===== src/rtl/dff_write_arbiter_if.sv =====
// Request/grant bus between requester logic and the shared-register write arbiter.
interface dff_write_arbiter_if #(
    parameter int unsigned NREQ  = 4,
    parameter int unsigned WIDTH = 8
);
    localparam int unsigned OW = $clog2(NREQ);

    logic [NREQ-1:0]       req;
    logic [NREQ*WIDTH-1:0] wdata;
    logic [NREQ-1:0]       lock;
    logic [WIDTH-1:0]      q;
    logic [NREQ-1:0]       gnt;
    logic                  ack;
    logic [OW-1:0]         owner;
    logic                  busy;

    modport master (
        output req, wdata, lock,
        input  q, gnt, ack, owner, busy
    );

    modport slave (
        input  req, wdata, lock,
        output q, gnt, ack, owner, busy
    );
endinterface


===== src/rtl/dff_write_arbiter.sv =====
// Round-robin write arbiter/sequencer for a shared WIDTH-bit register.
// Optional owner locking for back-to-back writes is enabled by DFF_ARB_LOCK_EN.
module dff_write_arbiter #(
    parameter int unsigned NREQ  = 4,
    parameter int unsigned WIDTH = 8
) (
    input  logic                clk,
    input  logic                rst,
    dff_write_arbiter_if.slave  bus
);
    localparam int unsigned OW = $clog2(NREQ);

    localparam logic [1:0] S_IDLE   = 2'd0;
    localparam logic [1:0] S_GRANT  = 2'd1;
`ifdef DFF_ARB_LOCK_EN
    localparam logic [1:0] S_LOCKED = 2'd2;
`endif

    logic [1:0]       state_r, state_n;
    logic [WIDTH-1:0] q_r, q_n;
    logic [NREQ-1:0]  gnt_r, gnt_n;
    logic             ack_r, ack_n;
    logic [OW-1:0]    owner_r, owner_n;
    logic             busy_r, busy_n;
    logic [OW-1:0]    ptr_r, ptr_n;

    logic             found_c;
    logic [OW-1:0]    win_c;
    logic [OW-1:0]    sel_c;
    logic [WIDTH-1:0] wsel_c;

    // First requester at or after ptr, wrapping modulo NREQ.
    always_comb begin
        int unsigned idx;
        idx     = 0;
        found_c = 1'b0;
        win_c   = '0;
        for (int unsigned k = 0; k < NREQ; k++) begin
            idx = (32'(ptr_r) + k) % NREQ;
            if (!found_c && bus.req[OW'(idx)]) begin
                found_c = 1'b1;
                win_c   = OW'(idx);
            end
        end
    end

    // Write-data mux: the IDLE winner, or the current owner while locked.
    always_comb begin
        sel_c  = (state_r == S_IDLE) ? win_c : owner_r;
        wsel_c = '0;
        for (int unsigned i = 0; i < NREQ; i++) begin
            if (sel_c == OW'(i)) wsel_c = bus.wdata[i*WIDTH +: WIDTH];
        end
    end

    // Next-state and next-output logic.
    always_comb begin
        state_n = state_r;
        q_n     = q_r;
        gnt_n   = '0;
        ack_n   = 1'b0;
        owner_n = owner_r;
        ptr_n   = ptr_r;
        case (state_r)
            S_IDLE: begin
                if (found_c) begin
                    q_n     = wsel_c;
                    gnt_n   = NREQ'(1) << win_c;
                    ack_n   = 1'b1;
                    owner_n = win_c;
                    ptr_n   = (win_c == OW'(NREQ - 1)) ? '0 : win_c + OW'(1);
                    state_n = S_GRANT;
`ifdef DFF_ARB_LOCK_EN
                    if (bus.lock[win_c]) state_n = S_LOCKED;
`endif
                end
            end
            S_GRANT: state_n = S_IDLE;
`ifdef DFF_ARB_LOCK_EN
            S_LOCKED: begin
                // Dropping lock wins over a same-cycle request: exit with no write.
                if (!bus.lock[owner_r]) begin
                    state_n = S_IDLE;
                end else begin
                    gnt_n = gnt_r;
                    if (bus.req[owner_r]) begin
                        q_n   = wsel_c;
                        ack_n = 1'b1;
                    end
                end
            end
`endif
            default: state_n = S_IDLE;
        endcase
        busy_n = (state_n != S_IDLE);
    end

`ifndef DFF_ARB_LOCK_EN
    logic unused_lock;
    assign unused_lock = ^bus.lock;
`endif

    always_ff @(posedge clk) begin
        if (rst) begin
            state_r <= S_IDLE;
            q_r     <= '0;
            gnt_r   <= '0;
            ack_r   <= 1'b0;
            owner_r <= '0;
            busy_r  <= 1'b0;
            ptr_r   <= '0;
        end else begin
            state_r <= state_n;
            q_r     <= q_n;
            gnt_r   <= gnt_n;
            ack_r   <= ack_n;
            owner_r <= owner_n;
            busy_r  <= busy_n;
            ptr_r   <= ptr_n;
        end
    end

    assign bus.q     = q_r;
    assign bus.gnt   = gnt_r;
    assign bus.ack   = ack_r;
    assign bus.owner = owner_r;
    assign bus.busy  = busy_r;
endmodule


===== src/flat_wrapper.sv =====
// flat-port wrapper written by rule: the top's interface ports become plain ports
module dff_write_arbiter_flat 
#(
    parameter int unsigned NREQ  = 4,
    parameter int unsigned WIDTH = 8
)
  (clk, rst, bus_req, bus_wdata, bus_lock, bus_q, bus_gnt, bus_ack, bus_owner, bus_busy);
  dff_write_arbiter_if #(.NREQ(NREQ), .WIDTH(WIDTH)) bus_i ();
  input  logic clk;
  input  logic rst;
  input wire logic [$bits(bus_i.req)-1:0] bus_req;
  input wire logic [$bits(bus_i.wdata)-1:0] bus_wdata;
  input wire logic [$bits(bus_i.lock)-1:0] bus_lock;
  output wire logic [$bits(bus_i.q)-1:0] bus_q;
  output wire logic [$bits(bus_i.gnt)-1:0] bus_gnt;
  output wire logic [$bits(bus_i.ack)-1:0] bus_ack;
  output wire logic [$bits(bus_i.owner)-1:0] bus_owner;
  output wire logic [$bits(bus_i.busy)-1:0] bus_busy;
  assign bus_i.req = bus_req;
  assign bus_i.wdata = bus_wdata;
  assign bus_i.lock = bus_lock;
  assign bus_q = bus_i.q;
  assign bus_gnt = bus_i.gnt;
  assign bus_ack = bus_i.ack;
  assign bus_owner = bus_i.owner;
  assign bus_busy = bus_i.busy;
  dff_write_arbiter #(.NREQ(NREQ), .WIDTH(WIDTH)) u_core (.clk(clk), .rst(rst), .bus(bus_i));
endmodule

===== config.mk =====
export PLATFORM = sky130hd
export DESIGN_NAME = dff_write_arbiter_flat
export DESIGN_NICKNAME = d
export VERILOG_FILES = /design/src/rtl/dff_write_arbiter_if.sv /design/src/rtl/dff_write_arbiter.sv /design/src/flat_wrapper.sv
export SDC_FILE = /design/constraint.sdc
export NUM_CORES = 1
export LEC_CHECK = 0
export CORE_ASPECT_RATIO = 0.5
export CORE_UTILIZATION = 39
export DETAILED_ROUTE_END_ITERATION = 12
export PLACE_DENSITY = 0.82
export SETUP_SLACK_MARGIN = 0.05
export SLEW_MARGIN = 5
export SYNTH_ARGS = -nofsm -noshare
export SYNTH_HDL_FRONTEND = slang
export SYNTH_SLANG_ARGS = --single-unit
export TNS_END_PERCENT = 10

===== constraint.sdc =====
create_clock -name clk -period 2.6 [get_ports clk]
set_input_delay 0.52 -clock clk [delete_from_list [all_inputs] [get_ports clk]]
set_output_delay 0.52 -clock clk [all_outputs]
set_load 0.005 [all_outputs]

* Word level (Yosys, flattened, before mapping)
Cells that the tools add are included.
** Storage, ports and cells
- Input port bits :: 42
- Output and inout bits :: 16
- Register bits :: 20
** Operators by class
- Multiplexer cells :: 25
- Bitwise logic cells :: 2
- Shift operators :: 1
- Equality and inequality tests :: 4
- Order comparisons :: 4
- $add $sub $neg :: 4
- Reduce and logical (&&, ||, !) cells :: 12
** Operator list (number)
- 2-to-1 mux 8 bit :: 4
- 2-to-1 mux 2 bit :: 8
- < comparator 2 x 3 -> 1 bit (second input constant) :: 4
- 2-to-1 mux 1 bit :: 9
- binary-select mux 1 bit (select 2 bit) :: 4
- == test 2 bit (second input constant) :: 3
- adder 2 x 1 -> 2 bit (second input constant) :: 2
- adder 2 bit (second input constant) :: 2
- logical NOT 2 bit :: 2
- << shifter 1 x 2 -> 4 bit (first input constant) :: 1
- logical AND 1 bit :: 3
- logical NOT 1 bit :: 3
- OR reduction 3 bit :: 1
- == test 2 x 1 -> 1 bit (second input constant) :: 1
- inverter 1 bit :: 2
- AND reduction 2 bit :: 1
- nonzero test 2 bit :: 1
- OR reduction 2 bit :: 1

* Depth between registers and ports, before layout
Gate-level depths: netlist of the first run.
- Depth after elaboration :: 18
- Mapped depth :: 8
- Depth with buffers taken out :: 5

* Worst setup path after synthesis of the first run
No wires, ideal clock.
- Kind :: input to register
- Start point :: input bus_req[0]
- End point :: register u_core.q_r[0], in the netlist u_core.bus.q[0]
- Stages on the path :: 5
- Path buffers :: 0
- Arrival :: 1842 ps
- Data required time :: 2478 ps
- Slack :: 636 ps
- Path through :: nor2b_1 -> o211a_1 -> a211oi_4 -> mux2_2 -> a221o_1
** On the way
- Cells in the longest elaborated chain, start to end :: 18
- Elaborated cells between the ends (all ways) :: 32
** Ends and longest elaborated chain
- start, declared :: RTL line flat_wrapper.sv:11 : input wire logic [$bits(bus_i.req)-1:0] bus_req;
- binary-select mux 1 bit (select 2 bit) :: RTL line dff_write_arbiter.sv:40 : if (!found_c && bus.req[OW'(idx)]) begin
- 2-to-1 mux 1 bit (not written as such) :: RTL line dff_write_arbiter.sv:40
- 2-to-1 mux 1 bit :: RTL line dff_write_arbiter.sv:40
- logical NOT 1 bit :: RTL line dff_write_arbiter.sv:40
- logical AND 1 bit :: RTL line dff_write_arbiter.sv:40
- 2-to-1 mux 1 bit :: RTL line dff_write_arbiter.sv:40
- logical NOT 1 bit :: RTL line dff_write_arbiter.sv:40
- logical AND 1 bit :: RTL line dff_write_arbiter.sv:40
- 2-to-1 mux 1 bit :: RTL line dff_write_arbiter.sv:40
- logical NOT 1 bit :: RTL line dff_write_arbiter.sv:40
- logical AND 1 bit :: RTL line dff_write_arbiter.sv:40
- 2-to-1 mux 2 bit :: RTL line dff_write_arbiter.sv:40
- 2-to-1 mux 2 bit :: RTL line dff_write_arbiter.sv:49 : sel_c = (state_r == S_IDLE) ? win_c : owner_r;
- logical NOT 2 bit :: RTL line dff_write_arbiter.sv:52 : if (sel_c == OW'(i)) wsel_c = bus.wdata[i*WIDTH +: WIDTH];
- 2-to-1 mux 8 bit (4 in a row) :: RTL line dff_write_arbiter.sv:52
- end signal, assigned :: RTL line dff_write_arbiter.sv:114 : q_r <= q_n;
- end, declared :: RTL line dff_write_arbiter.sv:20 : logic [WIDTH-1:0] q_r, q_n;
Several ways; a longest one is shown, not always the timed one. The select of a mux whose other input is x is not followed.
A chain may end at the register's enable or synchronous reset.

* Final worst setup path of the first run
- Start point :: input bus_req[2]
- End point :: register u_core.q_r[2], in the netlist u_core.bus.q[2]
The elaborated chain is that of the path after synthesis.

==> results of run 1 <==
[layout by cell type (no fill, tap or decap), types with 8 or more instances in the layout]
cell / count
nand3b_1: 8
o41ai_1: 8
clkdlybuf4s50_1: 53
nand2_1: 8
dfxtp_1: 20
inv_1: 11
buf_4: 8
a221o_1: 8
[metrics by stage]
stage	hold slack, ns	area (um2)	power, uW
after global routing	0.4951	1780	898.2
after detailed placement	0.4543	1725	618.5
after global placement	0.4432	1725	613.2
after floorplan	0.4482	1120	478.9
after CTS	0.4652	1780	857.2
final	0.4666	1780	854.9
[flip-flops by register name, summed over array words and instances (netlist names), named ones only]
name              cells
u_core.bus.ack        1
u_core.bus.gnt        4
u_core.bus.owner      2
u_core.bus.q          8
u_core.ptr_r          1
u_core.state_r        2
u_core.bus.busy       1
[metal layers]
| layer | vias to the layer above | global-route usage, % | share of wire (%) |
|---|---|---|---|
| li1 | 567 | - | - |
| met3 | 2 | 5.116 | 5.1 |
| met1 | 536 | 22.67 | 44 |
| met4 | 0 | 4.245 | 0.67 |
| met5 | - | 0 | 0 |
| met2 | 38 | 37.83 | 50 |
[cell usage after synthesis (4+ instances only)]
| cell type | count |
|---|---|
| a21oi_1 | 7 |
| a221o_1 | 8 |
| buf_2 | 5 |
| clkbuf_1 | 4 |
| dfxtp_1 | 20 |
| inv_1 | 11 |
| mux2_1 | 7 |
| nand2_1 | 8 |
| nand3b_1 | 8 |
| nor2_1 | 7 |
| o41ai_1 | 8 |
[area by class of cell]
| type | instances | area (um2) |
|---|---|---|
| clock buffer | 4 | 55.05 |
| fill | 228 | 870.8 |
| inverter | 11 | 41.29 |
| multi-input combinational | 82 | 626.9 |
| sequential | 20 | 400.4 |
| tap | 37 | 46.29 |
| timing repair buffer | 62 | 610.6 |
[power groups by stage]
stage	registers (uW)	logic [uW]	clock network, uW
2_1_floorplan	352	127	0
3_3_place_gp	357	256	0
3_5_place_dp	358	260	0
4_1_cts	351	262	244
5_1_grt	355	284	260
6_report	351	261	243
[cell families after synthesis]
logic type	count (synthesis)	synth area share, %
xor gates and xnor gates	1	0.7823
muxes	9	8.939
AOI/OAI and AO/OA	35	27.04
and+or+nand+nor	36	18.89
DFF	20	35.75
other	1	0.3349
buffers and inverters	21	8.267
[worst min-delay path, delay by kind of cell, from the launching register on]
kind	cells	cell delay (ns)
flip-flops	1	0.32
AND/OR/NAND/NOR	1	0.05
AO/OA/AOI/OAI	1	0.05
[worst max-delay path by stage]
stage | startpoint | end | slack, ns | depth (start not counted)
floorplan | bus_req[0] | u_core.bus.q[0] | 0.64 | 5
global placement | bus_req[0] | u_core.bus.q[2] | 0.08 | 7
detailed placement | bus_req[2] | u_core.bus.q[2] | 0.03 | 7
CTS | bus_req[2] | u_core.bus.q[2] | 0.28 | 7
global route | bus_req[2] | u_core.bus.q[2] | 0.14 | 7
finish | bus_req[2] | u_core.bus.q[2] | 0.27 | 7
==> run summary, run 1 <==
Switching Fraction: 26.76%
Worst Hold Class: flop to flop
sequential share of the synthesized area: 35.75%
drt pass-1 iters: 4
RSZ-0062 raised after global routing: no
clock buffer depth: 2
post-route non-filler standard cell count: 216
worst hold path cell count: 2
global route overflow: 0
CTS Buf Count: 3
clk_skew: 0.008214 ns
Comb pwr share: 30.5%
WL/cell: 13.23 um
post-CTS resize count: 0
DRC viols: 0
ys async rst share: 0%
Placed Cells: 212
syn_area_per_cell: 9.104 um2
Crit path buffers/inverters: 2
Netlist Area Pre-Place: 1120 um2
Main synth FF type: dfxtp_1
IO Pins: 58
CP required: 2.74 ns
DP Wirelength: 2112 um
all-layer global routing usage: 19.63%
die height: 39.89 um
crit path DAT: 2.48 ns
DR vias: 1143
R2R setup slack: 0.61 ns
switching power: 228.8 uW
status: finished clean
port bufs: 53
Setup CP Type: input pin to flop
# nets final: 222
Fin Setup TNS: 0 ns
DP Worst Slack: 0.02517 ns
post-CTS setup buffer count: 0
HP Start: u_core.bus.owner[0]
number of global-route vias before repair: 1052
Leak: 0.0006936 uW
Detailed Route Iter0 Violations: 44
power per cell area: 480.1 nW/um2
Synth area leaders: dfxtp_1 (36%), a221o_1 (7.2%), mux2_1 (7.0%), o41ai_1 (6.3%), nand3b_1 (5.4%)
clk slew on worst S/H paths: 0.08 ns
Yosys top cell by area: dfxtp_1
final hold violation count: 0
Clock Tree Root: clkbuf_8
R2R cell count: 6
final wirelength: 2857 um
syn nets: 165
post-layout worst setup margin: 0.2672 ns
Max stage delay on crit path: 0.47 ns
die area: 3103 um2
cell count after synthesis: 123
antenna diode count: 0
Ys Warns: 0
Clock power frac: 28.4%
CP delay by family, top: compound AO/OA/AOI/OAI gates
Worst path slowest cell: clkdlybuf4s50_1
Hold-fix buffers, CTS: 0
most frequent CP cell: nor2_1
first-pass GRT wire length: 4581 um
antenna-violating nets left: 0
crit-path max FO: 9
Reg-to-Reg End: u_core.bus.q[2]
post-layout util: 67.15%
Max Freq: 428.7 MHz
crit-path cells: clkdlybuf4s50_1 -> buf_4 -> nor2_1 -> a211o_1 -> nor2_1 -> and3b_1 -> a221o_1
fin crit share: 89.72%
gpl congestion: 0.7257
Synth-to-Final Area Change: 58.99%
max_cap viols: 0
antenna violations before repair: 0
Setup-failing EPs final: 0
CP endpoint kind: flop
Starting Density: 42.24%
Peak VDD IR: 0.2463 mV
Via-to-Cell Ratio: 5.292
CTS Sinks: 20
largest net degree at the start of global routing: 26
share of the synthesized area in the top cell type: 35.75%
flops & latches, synth: 20
EDFF count, synth: 0
post-layout min period: 2.333 ns
share of layout cells above drive strength 1: 11.17%
startpoint type of the worst setup path: input pin
CTS tree: built
Worst Hold End: u_core.bus.owner[0]
clock latency at the later pin of the worst-skew pair: 0.26 ns
# H-tree levels: 1
Pint: 626.1 uW
die width: 77.78 um
Sequential Power Share: 41.1%
Slew Limit Fails: 0
number of cell rows: 13
Core Area: 2651 um2
Yosys cell types: 41
(Power assumes the default switching activity.)
==> inputs of run 2 (changes only) <==
Settings changed: CORE_UTILIZATION 39 to 40, CTS_BUF_LIST set to sky130_fd_sc_hd__clkbuf_8, PLACE_DENSITY 0.82 to 0.84.
Clock period 2.6 ns to 3 ns, I/O delays scaled along.
==> run 2 against run 1 <==
Against the previous run: via count shrank 0.70%; global-route usage grew 1.8 points; hold slack gained 0.0052 ns; first-iteration DRC count grew 130%; register-to-register slack gained 0.41 ns; clock-buffer cell count is the same; core utilization shrank 0.79 points; flip-flop and latch count is the same; cell count shrank 1.9%; critical path type unchanged; critical endpoint is now u_core.bus.q[5]; largest cell class unchanged.
==> run summary, run 2 (synthesis results as in run 1) <==
Max Freq: 393.4 MHz
most frequent cells in the layout: clkdlybuf4s50_1 (53), dfxtp_1 (20), inv_1 (11) (unchanged)
Worst setup endpoint: u_core.bus.q[5] (was u_core.bus.q[2])
DP Wirelength: 2119 um (was 2112 um)
CTS Buf Count: 3 (unchanged)
Synth-to-Final Area Change: 55.20% (was 58.99%)
Core Area: 2619 um2 (was 2651 um2)
final wirelength: 2908 um (was 2857 um)
# H-tree levels: 1 (unchanged)
WL/cell: 13.72 um (was 13.23 um)
crit-path max FO: 12 (was 9)
CP delay by family, top: compound AO/OA/AOI/OAI gates (unchanged)
Slew Limit Fails: 0 (unchanged)
R2R setup slack: 1.02 ns (was 0.61 ns)
global route overflow: 0 (unchanged)
final hold violation count: 0 (unchanged)
number of cell rows: 13 (unchanged)
die width: 76.83 um (was 77.78 um)
drt pass-1 iters: 4 (unchanged)
antenna diode count: 0 (unchanged)
Max stage delay on crit path: 0.55 ns (was 0.47 ns)
post-layout min period: 2.542 ns
CTS Sinks: 20 (unchanged)
max_cap viols: 0 (unchanged)
Hold Slack: 0.4718 ns (was 0.4666 ns)
antenna-violating nets left: 0 (unchanged)
CTS tree: built (unchanged)
crit path DAT: 2.69 ns (was 2.48 ns)
all-layer global routing usage: 21.45% (was 19.63%)
CP required: 3.15 ns (was 2.74 ns)
Starting Density: 42.76% (was 42.24%)
die area: 3028 um2 (was 3103 um2)
RSZ-0062 raised after global routing: no (unchanged)
critical path startpoint: bus_req[1] (was bus_req[2])
Leak: 0.0006705 uW (was 0.0006936 uW)
# nets final: 218 (was 222)
Crit path buffers/inverters: 1 (was 2)
clock latency at the later pin of the worst-skew pair: 0.26 ns (about the same)
Setup-failing EPs final: 0 (unchanged)
share of layout cells above drive strength 1: 9.143% (was 11.17%)
IO Pins: 58 (unchanged)
most frequent CP cell: nor2_1 (unchanged)
crit-path cells: clkdlybuf4s50_1 -> nor2_1 -> a211o_1 -> nor2_1 -> and3b_1 -> a221o_1 (was clkdlybuf4s50_1 -> buf_4 -> nor2_1 -> a211o_1 -> nor2_1 -> and3b_1 -> a221o_1)
Worst Hold Class: flop to flop (unchanged)
Fin Setup TNS: 0 ns (unchanged)
number of stages on the worst setup path: 6 (was 7)
R2R cell count: 6 (unchanged)
die height: 39.42 um (was 39.89 um)
post-CTS resize count: 0 (unchanged)
clock buffer depth: 2 (unchanged)
startpoint type of the worst setup path: input pin (unchanged)
DRC viols: 0 (unchanged)
fin crit share: 84.74%
reg2reg start: u_core.ptr_r[1]
CP endpoint kind: flop (unchanged)
DR vias: 1135 (was 1143)
Hold-fix buffers, CTS: 0 (unchanged)
largest net degree at the start of global routing: 19 (was 26)
status: finished clean (unchanged)
post-CTS setup buffer count: 0 (unchanged)
Via-to-Cell Ratio: 5.354 (was 5.292)
Detailed Route Iter0 Violations: 102 (was 44)
number of global-route vias before repair: 1053 (was 1052)
port bufs: 53 (unchanged)
Setup CP Type: input pin to flop (unchanged)
gpl congestion: 0.7606 (was 0.7257)
power per cell area: 417.2 nW/um2 (was 480.1 nW/um2)
Clock Tree Root: clkbuf_8 (unchanged)
number of flip-flops in the largest register: 8 (unchanged)
first-pass GRT wire length: 4836 um (was 4581 um)
clk_skew: 0.002564 ns (was 0.008214 ns)
HP Start: u_core.bus.owner[0] (unchanged)
Worst path slowest cell: clkdlybuf4s50_1 (unchanged)
Peak VDD IR: 0.3203 mV (was 0.2463 mV)
antenna violations before repair: 0 (unchanged)
clk slew on worst S/H paths: 0.07 ns (was 0.08 ns)
Reg-to-Reg End: u_core.bus.q[1] (was u_core.bus.q[2])
most common cell after layout, fill and taps aside: clkdlybuf4s50_1 (unchanged)
==> run 2: cell count changes in the layout (fill, tap and decap cells not counted) <==
cell,before,now
buf_4,8,5
buf_12,1,0
==> run 2: through the flow <==
step                util, %  instance area [um2]  setup slack, ns  total power (uW)  instances
global placement      64.26                 1683           0.2723             520.3        208
global route          66.36                 1738           0.3244             763.2        212
floorplan                 -                 1120           0.9559             415.1        123
finish                66.36                 1738           0.4577             725.1        212
detailed placement    64.26                 1683           0.2353             524.5        208
CTS                   66.36                 1738           0.4969             730.1        212
==> run 2: final cells by class <==
type                            instances  area, um2
Clock buffer                            4      55.05
Tap cell                               37      46.29
Inverter                               11      41.29
Multi-Input combinational cell         82      626.9
Sequential cell                        20      400.4
Fill cell                             206      880.8
Timing Repair Buffer                   58      568.0
==> run 2: how the worst min path moves through the flow <==
stage | endpoint | cells past startpoint
global route | u_core.bus.owner[0] | 2
CTS | u_core.bus.owner[0] | 2
detailed placement | u_core.bus.owner[0] | 2
finish | u_core.bus.owner[0] | 2
global placement | u_core.bus.owner[0] | 2
floorplan | u_core.bus.owner[0] | 2
==> run 2: worst register-to-register path: cells and delay by family, from the launching register on <==
| kind | cells | cell delay (ns) |
|---|---|---|
| flip-flops | 1 | 0.51 |
| multiplexers | 1 | 0.35 |
| AO/OA/AOI/OAI | 3 | 0.61 |
| buffers and inverters | 2 | 0.40 |
==> run 2: power breakdown <==
| part | total [uW] | internal (uW) | switching, uW |
|---|---|---|---|
| Clock | 205 | 117 | 88.2 |
| Sequential | 305 | 288 | 16.5 |
| Combinational | 215 | 128 | 87.2 |
==> run 2: metal layers <==
layer / vias to the layer above / track usage, % / wire [um]
li1: 561 / - / -
met1: 529 / 23.87 / 1217
met2: 38 / 40.40 / 1485
met3: 7 / 5.814 / 156
met4: 0 / 9.615 / 48
met5: - / 0 / 0
